--- src/rtl/logic_op_pkg.sv ---
// Shared definitions for the logic_op_pipe block: operation codes and the
// per-bit logic function applied across the operand width.
package logic_op_pkg;

  typedef enum logic [2:0] {
    OP_AND  = 3'b000,
    OP_OR   = 3'b001,
    OP_NAND = 3'b010,
    OP_NOR  = 3'b011,
    OP_XOR  = 3'b100,
    OP_XNOR = 3'b101,
    OP_PASS = 3'b110,
    OP_NOTA = 3'b111
  } op_e;

  // Per-bit so it stays width-agnostic; the caller applies it to each bit.
  function automatic logic op_bit(input logic a, input logic b, input op_e op);
    logic r;
    unique case (op)
      OP_AND:  r = a & b;
      OP_OR:   r = a | b;
      OP_NAND: r = ~(a & b);
      OP_NOR:  r = ~(a | b);
      OP_XOR:  r = a ^ b;
      OP_XNOR: r = ~(a ^ b);
      OP_PASS: r = a;
      OP_NOTA: r = ~a;
    endcase
    return r;
  endfunction

endpackage

--- src/rtl/logic_op_fifo2.sv ---
// Two-entry result FIFO with valid/ready on both sides. The push side's
// ready is a function of the registered fill count only.
module logic_op_fifo2 #(
  parameter int WIDTH = 8
) (
  input  logic             clk,
  input  logic             rst_n,
  input  logic             i_push_valid,
  output logic             o_push_ready,
  input  logic [WIDTH-1:0] i_data,
  output logic             o_pop_valid,
  input  logic             i_pop_ready,
  output logic [WIDTH-1:0] o_data
);

  logic [WIDTH-1:0] r_mem [2];
  logic [1:0]       r_count;
  logic             r_wr_ptr;
  logic             r_rd_ptr;
  logic             w_push;
  logic             w_pop;

  assign o_push_ready = (r_count != 2'd2);
  assign o_pop_valid  = (r_count != 2'd0);
  assign w_push       = i_push_valid && o_push_ready;
  assign w_pop        = o_pop_valid && i_pop_ready;
  assign o_data       = o_pop_valid ? r_mem[r_rd_ptr] : '0;

  // NOTE: state registers use non-blocking (<=) so every flop samples the
  // pre-edge values of the others, independent of statement order.
  always_ff @(posedge clk or negedge rst_n) begin
    if (!rst_n) begin
      r_count  <= 2'd0;
      r_wr_ptr <= 1'b0;
      r_rd_ptr <= 1'b0;
    end else begin
      if (w_push) r_wr_ptr <= ~r_wr_ptr;
      if (w_pop)  r_rd_ptr <= ~r_rd_ptr;
      unique case ({w_push, w_pop})
        2'b10:   r_count <= r_count + 2'd1;
        2'b01:   r_count <= r_count - 2'd1;
        default: r_count <= r_count;
      endcase
    end
  end

  // NOTE: storage is deliberately not reset; entries are only observable
  // through r_count, which is, and o_data is forced to zero when empty.
  always_ff @(posedge clk) begin
    if (w_push) r_mem[r_wr_ptr] <= i_data;
  end

endmodule

--- src/rtl/logic_op_pipe.sv ---
// Bitwise logic operation unit with optional OR-reduction, a 2-entry
// output buffer and a saturating count of accepted transactions.
module logic_op_pipe
  import logic_op_pkg::*;
#(
  parameter int WIDTH = 8,
  parameter int CNT_W = 16
) (
  input  logic             clk,
  input  logic             rst_n,
  input  logic             in_valid,
  output logic             in_ready,
  input  logic [WIDTH-1:0] in_a,
  input  logic [WIDTH-1:0] in_b,
  input  logic [2:0]       in_op,
  input  logic             in_red,
  output logic             out_valid,
  input  logic             out_ready,
  output logic [WIDTH-1:0] out_data,
  output logic [CNT_W-1:0] ops_count
);

  logic [WIDTH-1:0] w_bitwise;
  logic [WIDTH-1:0] w_result;
  logic             w_accept;
  logic [CNT_W-1:0] r_ops_count;

  assign w_accept  = in_valid && in_ready;
  assign ops_count = r_ops_count;

  // NOTE: every always_comb output is given a default before any branch,
  // so no path leaves it unassigned and no latch is inferred.
  always_comb begin
    w_bitwise = '0;
    for (int i = 0; i < WIDTH; i++) begin
      w_bitwise[i] = op_bit(in_a[i], in_b[i], op_e'(in_op));
    end
  end

  // Written bit-wise rather than with a replication so WIDTH == 1 is legal.
  always_comb begin
    w_result = '0;
    if (in_red) w_result[0] = |w_bitwise;
    else        w_result    = w_bitwise;
  end

  always_ff @(posedge clk or negedge rst_n) begin
    if (!rst_n) begin
      r_ops_count <= '0;
    end else if (w_accept && (r_ops_count != {CNT_W{1'b1}})) begin
      r_ops_count <= r_ops_count + CNT_W'(1);
    end
  end

  logic_op_fifo2 #(
    .WIDTH (WIDTH)
  ) u_fifo (
    .clk          (clk),
    .rst_n        (rst_n),
    .i_push_valid (in_valid),
    .o_push_ready (in_ready),
    .i_data       (w_result),
    .o_pop_valid  (out_valid),
    .i_pop_ready  (out_ready),
    .o_data       (out_data)
  );

endmodule

--- config.mk ---
export PLATFORM = sky130hd
export DESIGN_NAME = logic_op_pipe
export DESIGN_NICKNAME = d
export VERILOG_FILES = /design/src/rtl/logic_op_pkg.sv /design/src/rtl/logic_op_fifo2.sv /design/src/rtl/logic_op_pipe.sv
export SDC_FILE = /design/constraint.sdc
export NUM_CORES = 1
export LEC_CHECK = 0
export CAP_MARGIN = 10
export CORE_ASPECT_RATIO = 0.9
export CORE_MARGIN = 3
export CORE_UTILIZATION = 30
export CTS_BUF_LIST = sky130_fd_sc_hd__clkbuf_2
export DETAILED_ROUTE_END_ITERATION = 8
export PLACE_DENSITY = 0.63
export SLEW_MARGIN = 20
export SYNTH_ARGS = -nofsm -noshare
export SYNTH_HDL_FRONTEND = slang
export SYNTH_SLANG_ARGS = --single-unit
--- constraint.sdc ---
create_clock -name clk -period 2.3 [get_ports clk]
set_clock_uncertainty 0.2 [all_clocks]
set_input_delay 0.46 -clock clk [delete_from_list [all_inputs] [get_ports clk]]
set_output_delay 0.46 -clock clk [all_outputs]
set_load 0.05 [all_outputs]
# == Yosys cells after proc, flatten, opt, wreduce, memory -nomap -nowiden ==
# Memories as Yosys holds them, arrays and structs flattened.
# Cells that the tools add are included.
# classes
addsub,3
muxes,14
eq_ne,11
reduce_logical,7
n_bitwise,58
# ops
operator,n
case mux 1 bit (8 select lines),8
inverter 1 bit,34
"adder 16 x 1 -> 16 bit, second input constant",1
"inequality test 16 bit, second input constant",1
"equality test 3 bit, second input constant",4
AND 1 bit,8
two-way mux 8 bit,1
bitwise OR 1 bit,8
OR reduction 8 bit,1
XOR 1 bit,8
two-way mux 7 bit,1
"equality test 3 x 2 -> 1 bit, second input constant",2
case mux 2 bit (2 select lines),1
nonzero test 2 bit,2
"equality test 3 x 1 -> 1 bit, second input constant",1
logical AND 1 bit,3
zero test 3 bit,1
two-way mux 1 bit,3
"adder 2 x 1 -> 2 bit, second input constant",1
"equality test 2 x 1 -> 1 bit, second input constant",1
"equality test 2 bit, second input constant",1
"inequality test 2 bit, second input constant",1
"subtractor 2 x 1 -> 2 bit, second input constant",1
# word_totals
regBits,20
mem_count,1
mem_bits_rw,16
# mem_list
name,words,width,rd,rd_clocked_by_memory_dff,wr,line,source
u_fifo.r_mem,2,8,1,0,1,logic_op_fifo2.sv:16,logic [WIDTH-1:0] r_mem [2];

# == Longest topological paths before layout ==
# Gate-level depths: netlist of run 1.
# depth
word_depth,5
depth_mapped,8

# == Modules after synthesis ==
# A second synthesis of run 1 with hierarchy kept.
# hier_totals
cells_unflattened,227
hier_area_um2,2401.1
# modules_own_cells
mod,cells_per_inst,seq_area_each_um2,area_each_um2,instances
logic_op_pipe,176,400.4,1606.5,1
logic_op_fifo2,51,580.6,794.5,1

# == Worst setup path before layout of run 1 ==
# Ideal clock, no wire load.
# synth_path
path_type,reg-to-reg
startpoint,"register r_ops_count[0], in the netlist ops_count[0]"
endpoint,"register r_ops_count[10], in the netlist ops_count[10]"
setup_time_ps,144
t_arrival_ps,1932
slack_ps,25
path_stages_with_launch,8
path_cell_list,dfrtp_1 > ha_1 > and3_1 > nand3_1 > nor3_2 > and2_1 > nand4_1 > xnor2_1
# synth_between
elab_chain_cells,2
word_cells_on_any_way,3
classes_between,add/sub: 1; eq/ne: 1; reduce/logical: 1
# synth_lines
item,line,source
from (decl),logic_op_pipe.sv:26,logic [CNT_W-1:0] r_ops_count;
from (signal assigned),logic_op_pipe.sv:51,r_ops_count <= r_ops_count + CNT_W'(1);
branches (longest 2 deep; another with adder 16 x 1 -> 16 bit),n/a,
# Several ways; the timed one is not identified.
# A chain may end at the register's enable or synchronous reset.

# == Worst setup path after layout of run 1 ==
# layout_path
startpoint,input in_op[2]
endpoint,memory u_fifo.r_mem[1][0] (data pin)
# layout_between
elab_chain_cells,4
word_cells_on_any_way,18
classes_between,eq/ne: 7; mux: 9; reduce/logical: 2
# layout_lines
item,line,source
from (decl),logic_op_pipe.sv:15,"input logic [2:0] in_op,"
"equality test 3 bit, or another cell as far along",logic_op_pkg.sv:19,unique case (op)
case mux 1 bit (8 select lines),logic_op_pkg.sv:19,
OR reduction 8 bit,logic_op_pipe.sv:43,if (in_red) w_result[0] = |w_bitwise;
two-way mux 1 bit (*),logic_op_pipe.sv:43,
named net u_fifo.i_data[0],logic_op_fifo2.sv:10,"input logic [WIDTH-1:0] i_data,"
to (decl),logic_op_fifo2.sv:16,
# Mark *: on every way through the listed nets, which the timed path passes. The rest lies on a longest branch.

==> results of run 1 <==
## how the worst max path moves through the flow
stage            startpoint                 end  slack [ns]  cells past startpoint
5_1_grt             in_a[1]  u_fifo.r_mem[1][1]       -0.01                     13
3_5_place_dp        in_a[1]  u_fifo.r_mem[1][0]       -0.54                      9
6_report           in_op[2]  u_fifo.r_mem[1][0]        0.05                      7
2_1_floorplan  ops_count[0]       ops_count[10]        0.02                      7
4_1_cts             in_a[5]  u_fifo.r_mem[1][0]       0.002                      9
3_3_place_gp        in_a[7]  u_fifo.r_mem[0][0]       -0.41                      9
## area by class of cell
class                   count  area, µm²  share of cell area [%]
clock inverters             1       3.75                   0.105
flip-flops and latches     36        982                    27.5
multi-input cells         183       1510                    42.3
repair buffers             98        842                    23.6
inverters                  19       71.3                    2.00
clock buffers               7       35.0                   0.982
well taps                  99        124                    3.47
## worst max-delay path, cell delays in order
cell,delay (ns)
dlygate4sd2_1,0.28
bufbuf_16,0.30
and2_1,0.15
o31ai_1,0.35
a31oi_1,0.16
o41ai_2,0.29
o211ai_1,0.16
## report_power, final
| group | internal, W | switching, W |
|---|---|---|
| logic | 0.000593 | 0.000965 |
| registers | 0.000848 | 0.000167 |
| clock network | 0.0000825 | 0.000197 |
## registers in the layout, indices dropped and copies added (netlist names)
register         flops
u_fifo.r_mem        16
ops_count           16
u_fifo.r_rd_ptr      1
u_fifo.r_count       2
u_fifo.r_wr_ptr      1
## timing repair
| item | CTS | global route |
|---|---|---|
| setup endpoints to repair | 16 | 7 |
| hold endpoints to repair | 0 | 0 |
| hold buffers | 0 | 0 |
| pin swaps | 14 | 8 |
| cloned | 1 | 0 |
| buffers inserted | 8 | 2 |
| resized for setup | 39 | 10 |
## per-stage QoR
step | setup WS, ns | hold slack [ns] | TNS (ns)
2_1_floorplan | 0.0248 | -0.0356 | 0
3_3_place_gp | -0.411 | 0.276 | -4.02
3_5_place_dp | -0.539 | 0.285 | -4.83
4_1_cts | 0.00210 | 0.182 | 0
5_1_grt | -0.0108 | 0.177 | -0.0215
6_report | 0.0474 | 0.200 | 0
## cell families after synthesis
group / count (synthesis)
adder cells (fa/ha/maj): 18
buffers and inverters: 30
flip-flops: 36
multiplexers: 23
XOR/XNOR: 20
AO/OA/AOI/OAI: 31
AND/OR/NAND/NOR: 91
## layout by cell type (no fill, tap or decap), drive strengths merged, types with 7 or more instances in the layout
cell type,n
xor2,8
clkbuf,7
inv,20
dfrtp,20
mux2i,16
dlygate4sd2,24
buf,63
edfxtp,16
nand3,8
xnor2,12
nor2,30
nand2,16
ha,18
nand2b,10
a21oi,7
nand4,7
## per-layer routing
| layer | wire length [µm] | share of wire (%) | global-route usage, % |
|---|---|---|---|
| met1 | 2720 | 51 | 15.9 |
| met2 | 2390 | 45 | 17.7 |
| met3 | 192 | 3.6 | 2.01 |
| met4 | 57 | 1.1 | 2.91 |
| met5 | 0 | 0 | 0 |
==> flow_summary.yaml, run 1 <==
layout:
  diodes: 0
  design_area_um2: 3570
  instances_no_fill: 443
  synthToLayoutAreaGrowth_pct: 40.0
  fin_nets: 385
  post-route-util_pct: 43.8
  drive_gt1_share_pct: 30.8
  n_fill_cell: 812
die:
  die_w_um: 103
  die_h_um: 93.4
  core_um2: 8150
  dieArea_um2: 9640
  num_rows: 31
  ios: 50
  start_util_pct: 31.3
timing:
  drv_slew: 0
  finalCritPeriodShare_pct: 97.9
  fmax_mhz: 444
  hold_viol_final: 0
  setup_violations: 0
  tightest_slew_ns: 0.499
  min_period_ns: 2.25
  relSlewSlack_pct: 66.7
synthesis:
  syn_avg_cell_area_um2: 10.2
  synthTopCellsByCount: "nor2_1 (30), dfrtp_1 (20), inv_1 (19)"
  async_flop_share_pct: 55.6
  yosysWarnings: 0
  synth_edf_count: 16
  synth_most_common_cell: "nor2_1"
  synthAdderAreaFrac_pct: 8.84
  synth_area_um2: 2550
  yosys.area_share.simple_pct: 19.9
  ys_ff_latch: 36
  synth_top_cell_area_share_pct: 19.6
  yosysSeqAreaShare_pct: 38.5
  muxShareOfSynthArea_pct: 10.3
  netlist_instances: 249
  synth_top_family_by_area: "simple AND/OR/NAND/NOR gates"
  ys_types: 51
  synth_compound_area_share_pct: 9.52
  yosys_most_used_dff: "dfrtp_1"
  netlist_top_cells_area: "dfrtp_1 (20%), edfxtp_1 (19%), ha_1 (8.8%)"
  syn_nets: 291
  synthXorXnorAreaFrac_pct: 6.87
  synth_top_area_cell: "dfrtp_1"
global_route:
  antenna_found_initial: 0
  grt_overflow: 0
  grt_first_pass_wirelength_um: 8800
  track_usage_pct: 11.2
  grt_pass1_vias: 1898
  grt_max_degree: 21
cts:
  cts_root_buffer: "clkbuf_2"
  cts_made_buffers: 5
  cts_sinks: 36
  cts_tree: "built"
  htree_levels: 2
  clock_tree.buffer_depth: 2
  clock_latency_ns: 0.36
  clk_pin_slew_ns: 0.17
worst_hold_path:
  hold_class: "primary input to asynchronous set/reset pin"
critical_path:
  crit_required_ns: 2.20
  r2r_cells: 7
  setup.worst_path.class: "primary input to flop"
  worst-endpoint-arrival_ns: 2.15
  worst_setup_path_start_kind: "primary input"
  reg2reg_from: "ops_count[0]"
  cp-end-kind: "flop"
  cp_max_fo: 16
  r2r_end: "ops_count[10]"
  r2r_setup_slack_ns: 0.24
drt:
  num_vias: 2023
  ant_nets: 0
  firstDrtPassIters: 4
  via_per_inst: 4.57
  drt_iter0_drc: 75
  wire_per_inst_um: 12.1
  drc_errors: 0
  routed_wl_um: 5360
placement:
  postPlaceCellArea_um2: 3340
  gp_congestion: 0.753
  detailed_place_hpwl_um: 4040
  dp.cells: 424
  io_buffer_count: 49
power_and_ir_drop:
  leakagePower_nw: 1.72
  power.density_nw_per_um2: 800
  ir_worst_vdd_mv: 0.387
  power_w: 0.00285
status:
  status: "complete, no violations"
run:
  drv_cap: 0
Power figures use the tool's default switching activity.
==> run 2, diff against run 1 <==
Clock period 2.3 ns to 2.25 ns, I/O delays scaled along.
==> run 2 against run 1 <==
Against the previous run: critical path depth increased by 6; non-clock buffer count unchanged; design area increased by 1.3%; flip-flop and latch count unchanged; clock power about the same; count of clock-buffer cells in the layout unchanged; sequential power about the same; global-route usage increased by 0.30 points; critical endpoint is now u_fifo.r_mem[1][1]; largest power group unchanged; highest routed layer unchanged.
==> flow_summary.yaml, run 2 (same netlist as run 1, synthesis figures left out) <==
cts:
  clock_tree.buffer_depth: 2
  clk_pin_slew_ns: 0.18
  cts_made_buffers: 5
  cts_sinks: 36
  cts_tree: "built"
  clock_latency_ns: 0.37
  ctsHoldBuffers: 0
  cts_root_buffer: "clkbuf_2"
  htree_levels: 2
drt:
  via_per_inst: 4.69
  wire_per_inst_um: 12.2
  drt_iter0_drc: 71
  routed_wl_um: 5400
  ant_nets: 0
  firstDrtPassIters: 4
  num_vias: 2076
  drc_errors: 0
die:
  num_rows: 31
  ios: 50
  start_util_pct: 31.3
  dieArea_um2: 9640
  die_h_um: 93.4
  die_w_um: 103
  core_um2: 8150
timing:
  min_period_ns: 2.19
  whs_ns: 0.190
  fmax_mhz: 457
  setup_violations: 0
  relSlewSlack_pct: 67.3
  rsz0062_at_grt: "false"
  drv_slew: 0
  hold_viol_final: 0
  tightest_slew_ns: 0.493
  finalCritPeriodShare_pct: 97.2
global_route:
  grt_first_pass_wirelength_um: 9060
  grt_max_degree: 21
  track_usage_pct: 11.5
  antenna_found_initial: 0
  grt_overflow: 0
  grt_pass1_vias: 1964
worst_hold_path:
  hold_class: "primary input to asynchronous set/reset pin"
placement:
  detailed_place_hpwl_um: 3970
  postPlaceCellArea_um2: 3340
  io_buffer_count: 49
  gp_congestion: 0.788
power_and_ir_drop:
  ir_worst_vdd_mv: 0.477
  power.density_nw_per_um2: 815
  leakagePower_nw: 1.69
layout:
  fin_nets: 385
  design_area_um2: 3610
  diodes: 0
  synthToLayoutAreaGrowth_pct: 41.8
  final_cell_mix: "buf_4 (66), nor2_1 (27), dfrtp_1 (17), inv_1 (16), edfxtp_1 (16)"
  layout_commonest_cell: "buf_4"
  drive_gt1_share_pct: 35.8
critical_path:
  setup.worst_path.class: "primary input to flop"
  cp-startpoint: "in_a[1]"
  r2r_setup_slack_ns: 0.25
  r2r_cells: 7
  cp_max_fo: 2
  crit_required_ns: 2.26
  cp-end-kind: "flop"
  reg2reg_from: "ops_count[0]"
  worst_setup_path_start_kind: "primary input"
  r2r_end: "ops_count[10]"
  worst-endpoint-arrival_ns: 2.20
run:
  drv_cap: 0
status:
  status: "complete, no violations"
run 2: layout make-up:
type	instances	area, µm²
multi-input combinational	183	1580
clock buffer	7	35.0
fill	789	4530
inverter	19	71.3
timing repair buffer	98	821
clock inverter	1	3.75
sequential	36	985
tap	99	124
run 2: repair_timing:
item,CTS,global route
buffers inserted,7,2
resized for setup,29,33
endpoints found under the setup margin,15,10
cloned,1,0
pin swaps,14,12
run 2: worst max-delay path by stage:
stage | slack (ns) | depth (start not counted) | to
3_3_place_gp | -0.44 | 8 | u_fifo.r_mem[0][0]
5_1_grt | 0.01 | 13 | u_fifo.r_mem[1][1]
2_1_floorplan | 0.10 | 3 | out_data[0]
6_report | 0.06 | 13 | u_fifo.r_mem[1][1]
4_1_cts | 0.0004 | 9 | u_fifo.r_mem[0][0]
3_5_place_dp | -0.53 | 9 | u_fifo.r_mem[0][0]
run 2: critical path, stage by stage:
cell           delay (ns)
dlygate4sd2_1        0.21
inv_1                0.06
ha_1                 0.26
nand2_1              0.06
a21boi_1             0.17
a311oi_2             0.06
buf_4                0.16
buf_4                0.12
buf_4                0.13
buf_4                0.13
buf_4                0.12
buf_4                0.12
a21oi_2              0.14
run 2: power breakdown:
| group | switching (W) | leakage [nW] | internal, W |
|---|---|---|---|
| combinational | 0.000999 | 1.25 | 0.000626 |
| sequential | 0.000174 | 0.407 | 0.000871 |
| clock | 0.000193 | 0.0333 | 0.0000843 |
| total | 0.00137 | 1.69 | 0.00158 |
run 2: per-stage QoR:
| stage | utilization (%) | std cells | setup TNS, ns | worst slack, ns | power, W |
|---|---|---|---|---|---|
| finish | 44.4 | 443 | 0 | 0.0640 | 0.00295 |
| global placement | 41.0 | 425 | -4.73 | -0.444 | 0.00262 |
| CTS | 42.9 | 441 | 0 | 0.000360 | 0.00295 |
| floorplan | - | 249 | 0 | 0.101 | 0.00211 |
| detailed placement | 41.0 | 425 | -5.47 | -0.529 | 0.00265 |
| global route | 44.4 | 443 | 0 | 0.0112 | 0.00315 |
run 2: metal layers:
layer / GRT usage (%) / vias to the layer above / wire length, µm
met5: 0 / - / 0
met4: 2.91 / 0 / 58
met3: 2.16 / 6 / 207
met2: 18.3 / 44 / 2480
met1: 16.1 / 961 / 2650
li1: - / 1065 / -
==> patch: new RTL, settings of run 1 <==
`WIDTH` is set to 8 in 2 places; all go to 6.
--- a/src/rtl/logic_op_fifo2.sv
+++ b/src/rtl/logic_op_fifo2.sv
@@ -3,3 +3,3 @@
 module logic_op_fifo2 #(
-  parameter int WIDTH = 8
+  parameter int WIDTH = 6
 ) (
--- a/src/rtl/logic_op_pipe.sv
+++ b/src/rtl/logic_op_pipe.sv
@@ -5,3 +5,3 @@
 #(
-  parameter int WIDTH = 8,
+  parameter int WIDTH = 6,
   parameter int CNT_W = 16
Interface: changed (resized in_a, in_b and out_data); port bits go from 50 to 44. No check against the original RTL was run, so the function may have changed too.
==> patch against run 1 <==
Via count fell by 20%. Largest power group unchanged. Worst setup slack better by 5.2 ps. Final area decreased by 23%. Routed wire length fell by 24%. Power down 16%. Sequential cell count down 4. Count of clock-buffer cells in the layout stayed put. Sequential share of layout area is 3.7 points higher. Synthesized area shrank 18%. Synthesized cell count decreased by 18%. Hold slack better by 24 ps.
==> patch: results (changes against run 1) <==
Iter 0 DRT Violations 91 (+21%); Post-CTS Setup Inserts 0 (-8); first-pass GRT wire length 6890 um (-22%); number of synthesized flops with an enable pin 12 (-4); syn avg cell area 10.2 um^2 (-0.23%); number of placed cells counting well taps 350 (-17%); Leak 1.37 nW (-21%); Worst IR Drop VDD 0.000325 V (-16%); largest cells by area after synthesis dfrtp_1 (24%), edfxtp_1 (17%), ha_1 (8.4%), xor2_1 (6.3%), mux2i_1 (3.8%); final wirelength 4070 um (-24%); Clk Latency, worst-skew pair 340 ps (-20 ps); Nets 301 (-22%); asr flop ratio synth 62.5% (+6.9 points); status complete, no violations; Psw 1.12 mW (-16%); dpl cell area 2720 um^2 (-19%); sequential fraction of the synthesis area 41.3% (+2.8 points); top cells by count, synth dfrtp_1 (20), nor2_1 (20), inv_1 (15), xor2_1 (15), ha_1 (14); layout cell share with drive strength beyond 1 17.5% (-13 points); largest stage delay on the critical path 470 ps (+120 ps); # port buffers 43 (-12%); Placer Congestion 0.736 (-2.3%); CP max stage cell clkdlybuf4s50_1; routed vias 1625 (-20%); Slew @ Worst Pin 522 ps (+22.7 ps); GRT Total Usage 10.6% (-0.68 points); met1 WL 1960 um (-28%); drt via density 4.54 (-0.60%); Detailed Place HPWL 3190 um (-21%); syn nets 238 (-18%); vias in the first global route 1518 (-20%); crit-path max FO 2 (-14); cells on worst reg2reg path 6 (-1)
patch: changes by cell type after synthesis, sizes merged, moves of 5 or more:
cell and delta:
buf -6, mux2i -8, nand2 -5, nor2 -10
nor2b +6, xor2 +7
patch: what timing repair did:
item | CTS | global route
pin swaps | 3 | 3
setup endpoints to repair | 11 | 9
resized for setup | 13 | 7
cloned | 0 | 0
patch: cells by family (layout without fill, tap and decap cells):
kind of cell | Yosys count | after routing | synth area share (%)
xor+xnor | 23 | 23 | 9.67
compound gates | 22 | 22 | 8.11
buf+inv | 21 | 85 | 4.02
fa+ha+maj | 14 | 14 | 8.41
mux | 13 | 13 | 7.63
simple gates | 79 | 79 | 20.8
flops | 32 | 32 | 41.3
patch: power by group through the flow:
| stage | Combinational (mW) | Sequential (mW) | Clock (mW) |
|---|---|---|---|
| 2_1_floorplan | 0.736 | 1.02 | 0 |
| 3_3_place_gp | 1.28 | 0.895 | 0 |
| 3_5_place_dp | 1.30 | 0.899 | 0 |
| 4_1_cts | 1.29 | 0.886 | 0.276 |
| 5_1_grt | 1.36 | 0.908 | 0.308 |
| 6_report | 1.26 | 0.882 | 0.261 |
patch: layout make-up:
| class | instances | area, um^2 |
|---|---|---|
| sequential | 32 | 861 |
| clock inverter | 1 | 3.75 |
| tap | 90 | 113 |
| multi-input combinational | 151 | 1140 |
| fill | 683 | 3900 |
| inverter | 15 | 56.3 |
| timing repair buffer | 62 | 551 |
| clock buffer | 7 | 35.0 |
patch: worst paths after layout:
kind                              startpoint                 end
max in group asynchronous              rst_n   u_fifo.r_count[1]
hold reg to reg            u_fifo.r_count[1]   u_fifo.r_count[1]
hold / removal                         rst_n       ops_count[13]
min in group clk           u_fifo.r_count[1]   u_fifo.r_count[1]
setup / recovery                     in_a[4]  u_fifo.r_mem[0][0]
setup reg to reg                ops_count[0]        ops_count[8]
patch: critical path: cells and delay by family:
kind	cells	cell delay (ps)
xor gates and xnor gates	1	140
buffers and inverters	2	520
AOI/OAI and AO/OA	3	650
and+or+nand+nor	1	90
adders and majority gates	1	290
patch: layer usage:
metal / vias up / GRT usage [%]
met2: 39 / 16.7
met5: - / 0
met3: 4 / 3.28
li1: 837 / -
met4: 0 / 2.76
met1: 745 / 14.0
patch: stage by stage:
step                TNS [ps]  hold slack (ps)  setup slack, ps
detailed placement     -2890              290             -579
global route               0              193             2.73
global placement       -2520              280             -527
floorplan                  0            -35.6             40.3
finish                     0              224             52.7
CTS                        0              206             1.63
